===== config.mk =====
export PLATFORM = sky130hd
export DESIGN_NAME = multi_prescaler
export DESIGN_NICKNAME = d
export VERILOG_FILES = /design/src/rtl/multi_prescaler.sv
export SDC_FILE = /design/constraint.sdc
export NUM_CORES = 1
export LEC_CHECK = 0
export ABC_CLOCK_PERIOD_IN_PS = 3250
export CORE_MARGIN = 4
export CORE_UTILIZATION = 30
export CTS_BUF_LIST = sky130_fd_sc_hd__clkbuf_8 sky130_fd_sc_hd__clkbuf_16
export CTS_CLUSTER_SIZE = 8
export DETAILED_ROUTE_END_ITERATION = 7
export PLACE_DENSITY = 0.47
export SLEW_MARGIN = 5
export SYNTH_ARGS = -nofsm -noshare
export SYNTH_HDL_FRONTEND = slang
export SYNTH_SLANG_ARGS = --single-unit

===== constraint.sdc =====
create_clock -name clk -period 3.25 [get_ports clk]
set_clock_uncertainty 0.1 [all_clocks]
set_input_delay 0.325 -clock clk [delete_from_list [all_inputs] [get_ports clk]]
set_output_delay 0.325 -clock clk [all_outputs]
set_load 0.005 [all_outputs]

===== src/rtl/multi_prescaler.sv =====
// ---------------------------------------------------------------------------
// multi_prescaler
// Multi-channel clock-enable generator. It divides clk into NUM_CH
// independent single-cycle enable pulses, one per channel. Each channel has
// its own divide value that can be changed while it runs, an optional
// one-shot mode and a delayed copy of its pulse. A global sync input
// realigns the phase of all enabled channels.
//
// Parameters:
//   NUM_CH  number of independent channels
//   CNT_W   width of each divide value and counter
//   DLY     delay of pulse_d behind pulse, in clk cycles (legal 1..8)
//
// Ports:
//   clk      system clock
//   resetN   asynchronous, active-low reset
//   ch_en    per-channel run enable (level)
//   oneshot  per-channel mode: 0 = continuous, 1 = one-shot (level)
//   start    per-channel one-shot trigger (1-cycle pulse)
//   sync     global phase realign (1-cycle pulse)
//   div_wr   per-channel write strobe for div_val
//   div_val  divide value written to every channel selected by div_wr
//   pulse    enable pulse, 1 clk wide, period = divide + 1
//   pulse_d  pulse delayed by DLY clks
//   active   channel is counting
// ---------------------------------------------------------------------------
module multi_prescaler #(
  parameter int NUM_CH = 4,
  parameter int CNT_W  = 16,
  parameter int DLY    = 1
) (
  input  logic              clk,
  input  logic              resetN,
  input  logic [NUM_CH-1:0] ch_en,
  input  logic [NUM_CH-1:0] oneshot,
  input  logic [NUM_CH-1:0] start,
  input  logic              sync,
  input  logic [NUM_CH-1:0] div_wr,
  input  logic [CNT_W-1:0]  div_val,
  output logic [NUM_CH-1:0] pulse,
  output logic [NUM_CH-1:0] pulse_d,
  output logic [NUM_CH-1:0] active
);

  typedef enum logic {
    IDLE = 1'b0,
    RUN  = 1'b1
  } chState_t;

  for (genvar i = 0; i < NUM_CH; i++) begin : gCh

    chState_t         state;
    logic [CNT_W-1:0] cnt;
    logic [CNT_W-1:0] shadowDiv;
    logic [CNT_W-1:0] workDiv;
    logic             pulseR;
    logic [DLY-1:0]   dlyLine;
    logic             atTerminal;
    logic             takeWrap;

    // A wrap only happens when nothing of higher priority (disable, sync,
    // one-shot restart) claims the channel on this edge.
    assign atTerminal = (state == RUN) && (cnt >= workDiv);
    assign takeWrap   = atTerminal && ch_en[i] && !sync &&
                        !(oneshot[i] && start[i]);

    // Channel state, counter and divide registers. The working divide is
    // only refreshed from the shadow at a wrap or while idle, so a new value
    // written mid-period never shortens or stretches the running period.
    // Priority: disable > sync > one-shot start > idle restart > wrap.
    always_ff @(posedge clk or negedge resetN) begin
      if (!resetN) begin
        state     <= IDLE;
        cnt       <= '0;
        shadowDiv <= '0;
        workDiv   <= '0;
        pulseR    <= 1'b0;
      end else begin
        if (div_wr[i]) begin
          shadowDiv <= div_val;
        end
        if ((state == IDLE) || takeWrap) begin
          workDiv <= shadowDiv;
        end
        pulseR <= 1'b0;
        if (!ch_en[i]) begin
          state <= IDLE;
          cnt   <= '0;
        end else if (sync) begin
          // One-shot channels keep their run state; continuous ones run.
          cnt <= '0;
          if (!oneshot[i]) begin
            state <= RUN;
          end
        end else if (oneshot[i] && start[i]) begin
          state <= RUN;
          cnt   <= '0;
        end else if (state == IDLE) begin
          // An enabled continuous channel begins counting from zero here.
          cnt <= '0;
          if (!oneshot[i]) begin
            state <= RUN;
          end
        end else if (atTerminal) begin
          cnt    <= '0;
          pulseR <= 1'b1;
          if (oneshot[i]) begin
            state <= IDLE;
          end
        end else begin
          cnt <= cnt + 1'b1;
        end
      end
    end

    // Delay line for pulse_d. It shifts regardless of ch_en or sync so that
    // pulses already launched still come out the far end.
    always_ff @(posedge clk or negedge resetN) begin
      if (!resetN) begin
        dlyLine <= '0;
      end else begin
        dlyLine <= DLY'({dlyLine, pulseR});
      end
    end

    assign pulse[i]   = pulseR;
    assign pulse_d[i] = dlyLine[DLY-1];
    assign active[i]  = (state == RUN);

  end

endmodule


==> results of run 1 <==
==> worst max-delay path by stage <==
stage                   from                  to  depth (start not counted)
4_1_cts        gCh[1].cnt[0]   gCh[1].workDiv[3]                          8
6_report       gCh[1].cnt[0]   gCh[1].workDiv[0]                          8
5_1_grt        gCh[0].cnt[0]   gCh[0].workDiv[0]                          8
3_5_place_dp   gCh[1].cnt[0]   gCh[1].workDiv[3]                          8
2_1_floorplan  gCh[1].cnt[0]  gCh[1].workDiv[10]                         10
3_3_place_gp   gCh[0].cnt[0]   gCh[0].workDiv[0]                          8
==> cells in the mapped netlist, types with 2 or more instances <==
master                        n
sky130_fd_sc_hd__a2111oi_0    4
sky130_fd_sc_hd__a21oi_1     22
sky130_fd_sc_hd__a22oi_4      3
sky130_fd_sc_hd__a311oi_1     2
sky130_fd_sc_hd__a31oi_1      4
sky130_fd_sc_hd__and2_1       3
sky130_fd_sc_hd__and3_1      17
sky130_fd_sc_hd__and4_1       6
sky130_fd_sc_hd__buf_1        3
sky130_fd_sc_hd__buf_2        4
sky130_fd_sc_hd__buf_4       15
sky130_fd_sc_hd__clkbuf_1     6
sky130_fd_sc_hd__dfrtp_1    204
sky130_fd_sc_hd__ha_1        68
sky130_fd_sc_hd__inv_1       75
sky130_fd_sc_hd__mux2_2     117
sky130_fd_sc_hd__mux2_4      10
sky130_fd_sc_hd__nand2_1     38
sky130_fd_sc_hd__nand2b_1     3
sky130_fd_sc_hd__nand3_1     27
sky130_fd_sc_hd__nand4_1     10
sky130_fd_sc_hd__nand4b_1     7
sky130_fd_sc_hd__nor2_1      79
sky130_fd_sc_hd__nor2b_1      5
sky130_fd_sc_hd__nor3_1      11
sky130_fd_sc_hd__o21ai_0     20
sky130_fd_sc_hd__o21ai_2      2
sky130_fd_sc_hd__xnor2_1     14
sky130_fd_sc_hd__xor2_1      42
==> stage by stage <==
| stage | power, W | setup WS (ps) | utilization, % |
|---|---|---|---|
| after global placement | 0.00381 | 555 | 33.2 |
| after global routing | 0.00670 | 286 | 35.5 |
| after detailed placement | 0.00383 | 512 | 33.2 |
| final | 0.00635 | 522 | 35.5 |
| after CTS | 0.00649 | 498 | 35.5 |
| after floorplan | 0.00353 | 701 | - |
==> logic make-up (layout without fill, tap and decap cells) <==
group                    count (synthesis)  in the layout
XOR/XNOR                                56             56
AND/OR/NAND/NOR                        210            210
AO/OA/AOI/OAI                           64             64
buffers and inverters                  105            162
adder cells (fa/ha/maj)                 68             68
flip-flops                             204            204
multiplexers                           128            128
==> flip-flops by register name, indices dropped and copies added, names as in the netlist <==
signal,cells
gCh.cnt,64
gCh.shadowDiv,64
gCh.workDiv,64
gCh.dlyLine,4
gCh.pulseR,4
gCh.state,4
==> critical path, stage by stage, from the launching register on <==
cell                        delay [ps]
sky130_fd_sc_hd__dfrtp_1           450
sky130_fd_sc_hd__inv_1              70
sky130_fd_sc_hd__ha_1              280
sky130_fd_sc_hd__nand2b_4          140
sky130_fd_sc_hd__a2111oi_4         350
sky130_fd_sc_hd__nor3_2            100
sky130_fd_sc_hd__o311ai_4          380
sky130_fd_sc_hd__a22o_4            350
sky130_fd_sc_hd__mux2_2            370
==> power groups by stage <==
stage	logic (W)	clock network [W]	registers [W]
final	0.000810	0.00259	0.00295
after global routing	0.000928	0.00279	0.00299
after CTS	0.000839	0.00269	0.00296
after detailed placement	0.000834	0	0.00300
after global placement	0.000814	0	0.00300
after floorplan	0.000593	0	0.00294
==> layer usage <==
layer / vias up / global-route usage, %
met4: 0 / 2.98
met3: 35 / 1.89
met1: 2999 / 17.2
met2: 68 / 18.1
met5: - / 0
li1: 2946 / -
==> area by class of cell <==
cell class,instances,area share [%]
Inverter,75,2.43
Sequential cell,204,44.1
Timing Repair Buffer,55,4.83
Clock buffer,29,6.27
Multi-Input combinational cell,526,37.4
Tap cell,442,4.78
Clock inverter,3,0.151
==> impl_metrics.toml, run 1 <==
[pwr]
power.clock.fraction_pct = 40.8
p_leak_nw = 5.18
share_comb_of_total_power_pct = 12.8
power_per_cell_area_nw_per_um2 = 548
internal_power_w = 0.00479
pwr-share-seq_pct = 46.5
switching_share_pct = 24.6
vdd.ir_drop.worst_uv = 374
p_sw_w = 0.00156

[placed_design]
place_inst = 1301
placedInstanceArea_um2 = 10800
detailedPlacementHpwl_um = 15000
buffer_ports.inserted = 46
place_congestion = 0.745

[cells_and_area]
antenna_cells = 0
stdcell_area_um2 = 11600
flow.area_growth_from_synthesis_pct = 16.7
sequential_cell_area_um2 = 5100
finish.cell_count_without_fillers = 1334
area_of_the_multi_input_gates_um2 = 4330
finalNetCount = 994
post_route_cells_drive_above_1_share_pct = 20.4
fill_cells = 3307
leading_cell_type_in_the_layout_fill_and_taps_excluded = "sky130_fd_sc_hd__dfrtp_1"
mostFrequentLayoutCells = "sky130_fd_sc_hd__dfrtp_1 (204), sky130_fd_sc_hd__mux2_2 (117), sky130_fd_sc_hd__nor2_1 (79)"

[setup_path]
worstRegToRegCells = 8
critPathCaptureType = "register"
setup.worst_path.class = "reg -> reg"
critical_path_peak_fanout = 16
required_ps = 3560
reg2reg_setup_slack_ps = 520
critical_path_arrival_ps = 3040
worstSetupStartpointType = "register"
critical_path.reg2reg.startpoint = "gCh[1].cnt[0]"
endpoint_of_the_lowest_slack_register_to_register_path = "gCh[1].workDiv[0]"

[route]
topRoutingLayerUsed = "met4"
met2WireLength_um = 9190
route.antenna.remaining_nets = 0
num_vias = 6048
detail_route.wirelength_um = 20800
dr_wl_met3_um = 591
route.layer.met1.wl_um = 10500
wl_per_cell_um = 15.6
drt_first_pass_iters = 4
drt_first_iter_violations = 224
detail_route.vias_per_cell = 4.53
drcViolationCount = 0

[die]
dieWidth_um = 190
floorplan.initialDensity_pct = 30.4
dieHeight_um = 190
die_area_um2 = 36000
placementRows = 66
pin_count = 47
core_um2 = 32600

[clock_tree]
worst_skew_pair.late_latency_ps = 540
numCtsBuffers = 29
buffers_inserted_during_post_cts_setup_optimization = 0
cts.path.max_buffers = 3
cts_hold_buf = 1
post_cts_clock_slew_at_the_launch_and_capture_registers_of_the_worst_setup_and_hold_paths_ps = 50
cts-resized-gates = 0
ctsHtreeMaxLevel = 1
cts_sinks = 204
cell_chosen_for_the_clock_root = "sky130_fd_sc_hd__clkbuf_16"
tritoncts = "done"

[synthesis]
synth_top_cells_by_area = "sky130_fd_sc_hd__dfrtp_1 (51%), sky130_fd_sc_hd__mux2_2 (13%), sky130_fd_sc_hd__ha_1 (8.6%)"
yosysTopAreaCell = "sky130_fd_sc_hd__dfrtp_1"
synth_seq_area_share_pct = 51.5
post_synth.cell_area_avg_um2 = 11.9
ys_types = 43
synth-xor-area-share_pct = 4.94
count_of_yosys_warnings_during_synthesis = 0
dominantRegCellSynth = "sky130_fd_sc_hd__dfrtp_1"
flops_latches_synth = 204
mappedNetlistArea_um2 = 9920
synth_edf_count = 0
post_synth_fa_ha_maj_area_fraction_pct = 8.58
synth_mux_area_share_pct = 14.9
synth_fp_nets = 938
synthDominantCellAreaShare_pct = 51.5
largest_family_of_logic_cells_by_synthesized_area = "multiplexers"
ys_async_sr_fraction_pct = 100
synth_compound_gate_area_share_pct = 4.91
synthCells = 835
synthSimpleGateAreaFrac_pct = 10.4

[status]
status = "completed"

[sta]
clock.fmax_mhz = 367
fin_worst_hold_slack_ps = 258
timing.final.crit_share_pct = 83.9
finalHoldViolations = 0
worst_slew_pin_slew_ps = 799
grt_setup_unrepaired = "false"
setup_viol = 0
final-max-slew-violation-count = 0
fin_tns_setup_ps = 0
worst_slew_margin_rel_pct = 46.5
timing.final.crit_period_ps = 2730

[grt]
grt-ovfl-total = 0
grt_first_pass_wirelength_um = 34200
initial_antenna_violation_count = 0
globalRouteTotalUtil_pct = 11.7
grt_max_degree = 65
via_count_of_the_first_global_routing_pass = 6174

[run]
drv.max_cap_violation_count = 0

[hold_path]
kind_of_path_behind_the_tightest_hold_check = "in -> async"
Note: power is estimated with default switching activity, not from simulation.
==> run 2: changes to the inputs <==
ABC_CLOCK_PERIOD_IN_PS = 2820   (was 3250)
clock period = 2.82 ns   (was 3.25 ns; I/O delays follow)
==> run 2 against run 1 <==
Net effect:
- die area stayed put
- critical path type unchanged
- sequential power up 15%
- combinational power grew 17%
- cell count rose by 0.75%
==> impl_metrics.toml, run 2 (synthesized netlist as in run 1, its figures left out) <==
[die]
placementRows = 66
pin_count = 47
core_um2 = 32600
dieWidth_um = 190
floorplan.initialDensity_pct = 30.4
die_area_um2 = 36000
dieHeight_um = 190

[route]
detail_route.vias_per_cell = 4.51
num_vias = 6060
drt_first_iter_violations = 275
drt_first_pass_iters = 4
route.antenna.remaining_nets = 0
detail_route.wirelength_um = 20400
drcViolationCount = 0
wl_per_cell_um = 15.2

[clock_tree]
tritoncts = "done"
cts-resized-gates = 0
cts.path.max_buffers = 3
cell_chosen_for_the_clock_root = "sky130_fd_sc_hd__clkbuf_16"
ctsHtreeMaxLevel = 1
cts_sinks = 204
post_cts_clock_slew_at_the_launch_and_capture_registers_of_the_worst_setup_and_hold_paths_ps = 50
numCtsBuffers = 29
worst_skew_pair.late_latency_ps = 530

[sta]
timing.final.crit_share_pct = 92.3
clock.fmax_mhz = 384
worst_slew_pin_slew_ps = 778
layout_setup_ws_ps = 217
worst_slew_margin_rel_pct = 48.0
timing.final.crit_period_ps = 2600
setup_viol = 0
final-max-slew-violation-count = 0
finalHoldViolations = 0
grt_setup_unrepaired = "false"
fin_tns_setup_ps = 0

[placed_design]
detailedPlacementHpwl_um = 14600
place_worst_setup_slack_ps = 203
place_congestion = 0.746
buffer_ports.inserted = 46

[pwr]
switching_share_pct = 24.0
power_per_cell_area_nw_per_um2 = 628
p_sw_w = 0.00176
share_comb_of_total_power_pct = 12.9
internal_power_w = 0.00558
vdd.ir_drop.worst_uv = 434
power.clock.fraction_pct = 40.8
p_leak_nw = 5.24
pwr-share-seq_pct = 46.3

[run]
drv.max_cap_violation_count = 0

[setup_path]
critical_path_peak_fanout = 16
setup.worst_path.class = "reg -> reg"
critical_path.n_buffers_inverters = 1
critPathCaptureType = "register"
cpLargestDelayFamily = "compound AO/OA/AOI/OAI gates"
critical-path-max-stage-delay_ps = 440
slowest_stage = "sky130_fd_sc_hd__dfrtp_1"
critical_path_arrival_ps = 2910
worstSetupStartpointType = "register"
required_ps = 3120
critical_path.reg2reg.startpoint = "gCh[1].cnt[0]"
critPathLaunch = "gCh[1].cnt[0]"
critical_path.cell_chain = "inv_1 -> ha_1 -> nand2b_4 -> a2111oi_4 -> nor3_2 -> o311ai_4 -> a22o_4 -> mux2_2"

[grt]
grt-ovfl-total = 0
initial_antenna_violation_count = 0
grt_max_degree = 70
globalRouteTotalUtil_pct = 11.7
grt_first_pass_wirelength_um = 34200
via_count_of_the_first_global_routing_pass = 6395

[cells_and_area]
finalNetCount = 1003
mostFrequentLayoutCells = "sky130_fd_sc_hd__dfrtp_1 (204), sky130_fd_sc_hd__mux2_2 (117), sky130_fd_sc_hd__nor2_1 (79)"
flow.area_growth_from_synthesis_pct = 17.9
largest_registers = "gCh.cnt (64), gCh.shadowDiv (64), gCh.workDiv (64)"
post_route_cells_drive_above_1_share_pct = 21.2
leading_cell_type_in_the_layout_fill_and_taps_excluded = "sky130_fd_sc_hd__dfrtp_1"
final_core_util_pct = 35.9
fill_cells = 3264

[status]
status = "completed"

[hold_path]
kind_of_path_behind_the_tightest_hold_check = "in -> async"
## run 2: changes by cell type in the layout (fill, tap and decap cells not counted), sizes merged
cell | previous run | this run
clkbuf | 30 | 32
buf | 8 | 17
diode | 0 | 2
inv | 77 | 75
clkinv | 1 | 0
## run 2: through the flow
| step | total power [W] | area, um^2 | hold slack (ps) | std cells |
|---|---|---|---|---|
| floorplan | 0.00407 | 9920 | -114 | 835 |
| detailed placement | 0.00442 | 10900 | 130 | 1310 |
| global placement | 0.00440 | 10900 | 130 | 1310 |
| global route | 0.00777 | 11700 | 169 | 1342 |
| CTS | 0.00751 | 11700 | 127 | 1342 |
| finish | 0.00734 | 11700 | 147 | 1344 |
## run 2: power groups by stage
| stage | Sequential, W | Clock, W | Combinational [W] |
|---|---|---|---|
| after global placement | 0.00345 | 0 | 0.000957 |
| after detailed placement | 0.00345 | 0 | 0.000971 |
| final | 0.00340 | 0.00300 | 0.000947 |
| after CTS | 0.00341 | 0.00313 | 0.000978 |
| after global routing | 0.00344 | 0.00325 | 0.00108 |
| after floorplan | 0.00339 | 0 | 0.000683 |
## run 2: layout make-up
cell class	count	area, um^2	area share [%]
diodes	2	5.00	0.0428
repair buffers	64	664	5.68
flip-flops and latches	204	5100	43.6
inverters	75	282	2.41
clock buffers	31	753	6.44
well taps	442	553	4.73
multi-input cells	526	4330	37.1
## run 2: final timing paths
kind / cells past startpoint / end / slack (ps)
setup / recovery: 8 / gCh[1].workDiv[2] / 220
hold / removal: 2 / gCh[0].cnt[14] / 150
setup reg to reg: 8 / gCh[1].workDiv[2] / 220
hold reg to reg: 0 / gCh[3].dlyLine / 270
max in group asynchronous: 3 / gCh[2].cnt[0] / 1700
min in group clk: 3 / gCh[0].state / 230
## run 2: repair_timing
action,4_1_cts,5_1_grt
endpoints found under the setup margin,0,0
hold buffers,1,0
setup buffers,0,0
hold endpoints to repair,145,0
## run 2: metal layers
layer / part of all wire, % / GRT usage (%) / up-vias
li1: - / - / 2969
met1: 50 / 16.7 / 2996
met2: 45 / 18.5 / 63
met4: 1.9 / 2.92 / 0
met3: 3.3 / 1.96 / 32
met5: 0 / 0 / -
==> run 3: changes to the inputs <==
ABC_CLOCK_PERIOD_IN_PS = 3250   (was 2820)
CTS_CLUSTER_SIZE = unset   (was 8)
clock period = 3.25 ns   (was 2.82 ns; I/O delays follow)
==> run 3 against run 2 <==
Net effect:
- sequential share of layout area is 0.25 points higher
- worst hold slack gained 130 ps
- final area decreased by 0.58%
- wire length grew 2.3%
- via count down 0.56%
- total power is 12% lower
- critical path type unchanged
- critical endpoint is now gCh[1].workDiv[3]
==> impl_metrics.toml, run 3 (synthesized netlist as in run 1, its figures left out) <==
[status]
status = "completed"

[pwr]
pwr-share-seq_pct = 45.9
p_leak_nw = 5.23
power_per_cell_area_nw_per_um2 = 553
p_sw_w = 0.00159
power.clock.fraction_pct = 41.5
vdd.ir_drop.worst_uv = 382
switching_share_pct = 24.7
internal_power_w = 0.00484
share_comb_of_total_power_pct = 12.6

[grt]
grt_max_degree = 65
globalRouteTotalUtil_pct = 11.8
grt-ovfl-total = 0
initial_antenna_violation_count = 0
grt_first_pass_wirelength_um = 34400
via_count_of_the_first_global_routing_pass = 6142

[route]
wl_per_cell_um = 15.5
detail_route.vias_per_cell = 4.48
detail_route.wirelength_um = 20900
drt_first_iter_violations = 244
num_vias = 6026
route.antenna.remaining_nets = 0
drcViolationCount = 0
drt_first_pass_iters = 5

[cells_and_area]
finalNetCount = 990
finish.cell_count_without_fillers = 1346
flow.area_growth_from_synthesis_pct = 17.2
area_of_the_multi_input_gates_um2 = 4330
leading_cell_type_in_the_layout_fill_and_taps_excluded = "sky130_fd_sc_hd__dfrtp_1"
largest_registers = "gCh.cnt (64), gCh.shadowDiv (64), gCh.workDiv (64)"
mostFrequentLayoutCells = "sky130_fd_sc_hd__dfrtp_1 (204), sky130_fd_sc_hd__mux2_2 (117), sky130_fd_sc_hd__inv_1 (80)"
fill_cells = 3310
post_route_cells_drive_above_1_share_pct = 20.9
sequential_cell_area_um2 = 5100

[die]
die_area_um2 = 36000
dieHeight_um = 190
core_um2 = 32600
floorplan.initialDensity_pct = 30.4
dieWidth_um = 190
pin_count = 47
placementRows = 66

[setup_path]
slowest_stage = "sky130_fd_sc_hd__dfrtp_1"
critPathLaunch = "gCh[1].cnt[0]"
required_ps = 3560
cpLargestDelayFamily = "compound AO/OA/AOI/OAI gates"
critical_path.cell_chain = "inv_1 -> ha_1 -> nand2b_4 -> a2111oi_4 -> nor3_2 -> o311ai_4 -> a22o_4 -> mux2_2"
critical_path_peak_fanout = 16
critical_path.reg2reg.startpoint = "gCh[1].cnt[0]"
critical-path-max-stage-delay_ps = 450
worstSetupStartpointType = "register"
setup.worst_path.class = "reg -> reg"
critPathCaptureType = "register"
critical_path.n_buffers_inverters = 1
critical_path_arrival_ps = 3040

[clock_tree]
buffers_inserted_during_post_cts_setup_optimization = 0
tritoncts = "done"
post_cts_clock_slew_at_the_launch_and_capture_registers_of_the_worst_setup_and_hold_paths_ps = 60
numCtsBuffers = 25
cts-resized-gates = 0
cell_chosen_for_the_clock_root = "sky130_fd_sc_hd__clkbuf_16"
ctsHtreeMaxLevel = 1
worst_skew_pair.late_latency_ps = 530
cts_hold_buf = 1
cts.path.max_buffers = 3
cts_sinks = 204

[hold_path]
kind_of_path_behind_the_tightest_hold_check = "in -> async"

[placed_design]
place_congestion = 0.745
buffer_ports.inserted = 46
place_inst = 1301
detailedPlacementHpwl_um = 15000

[run]
drv.max_cap_violation_count = 0

[sta]
worst_slew_margin_rel_pct = 46.0
timing.final.crit_period_ps = 2740
fin_tns_setup_ps = 0
finalHoldViolations = 0
final-max-slew-violation-count = 0
timing.final.crit_share_pct = 84.2
clock.fmax_mhz = 365
setup_viol = 0
grt_setup_unrepaired = "false"
worst_slew_pin_slew_ps = 807
run 3: cell types whose count changed in the layout (fill, tap and decap cells not counted):
cell,before,now
sky130_fd_sc_hd__buf_4,12,6
sky130_fd_sc_hd__inv_1,75,80
sky130_fd_sc_hd__clkbuf_16,29,25
sky130_fd_sc_hd__clkbuf_8,3,7
sky130_fd_sc_hd__clkinv_2,0,4
sky130_fd_sc_hd__buf_12,5,2
sky130_fd_sc_hd__bufinv_16,0,1
sky130_fd_sc_hd__clkinvlp_4,0,1
sky130_fd_sc_hd__diode_2,2,1
sky130_fd_sc_hd__inv_6,0,1
run 3: through the flow:
stage	hold slack, ps	area (um^2)	total power, W	utilization [%]	setup slack [ps]
2_1_floorplan	-70.6	9920	0.00353	-	701
3_3_place_gp	264	10800	0.00381	33.2	555
3_5_place_dp	262	10800	0.00383	33.2	512
4_1_cts	255	11600	0.00656	35.6	496
5_1_grt	286	11600	0.00679	35.6	272
6_report	276	11600	0.00643	35.7	514
run 3: cell type report:
class / count / area share [%]
timing repair buffer: 55 / 4.81
inverter: 75 / 2.42
tap: 442 / 4.76
antenna: 1 / 0.0215
sequential: 204 / 43.9
multi-input combinational: 526 / 37.3
clock buffer: 31 / 6.09
clock inverter: 12 / 0.732
run 3: power groups by stage:
stage	clock network, W	logic (W)	registers (W)
floorplan	0	0.000593	0.00294
global placement	0	0.000814	0.00300
detailed placement	0	0.000834	0.00300
CTS	0.00276	0.000841	0.00296
global route	0.00287	0.000930	0.00299
finish	0.00267	0.000812	0.00295
run 3: path summary, 6_finish.rpt:
kind / to / slack, ps / depth (start not counted)
setup / recovery: gCh[1].workDiv[3] / 510 / 8
setup reg to reg: gCh[1].workDiv[3] / 510 / 8
hold reg to reg: gCh[0].dlyLine / 280 / 0
max in group asynchronous: gCh[2].shadowDiv[3] / 2030 / 3
hold / removal: gCh[0].cnt[12] / 280 / 2
min in group clk: gCh[0].dlyLine / 280 / 0
run 3: per-layer routing:
metal  vias up  track usage [%]  part of all wire [%]  routed length, um
li1       2953                -                     -                  -
met1      2974             17.3                    50              10500
met2        67             18.4                    44               9280
met3        32             1.85                   2.7                568
met4         0             2.95                   2.4                505
met5         -                0                     0                  0
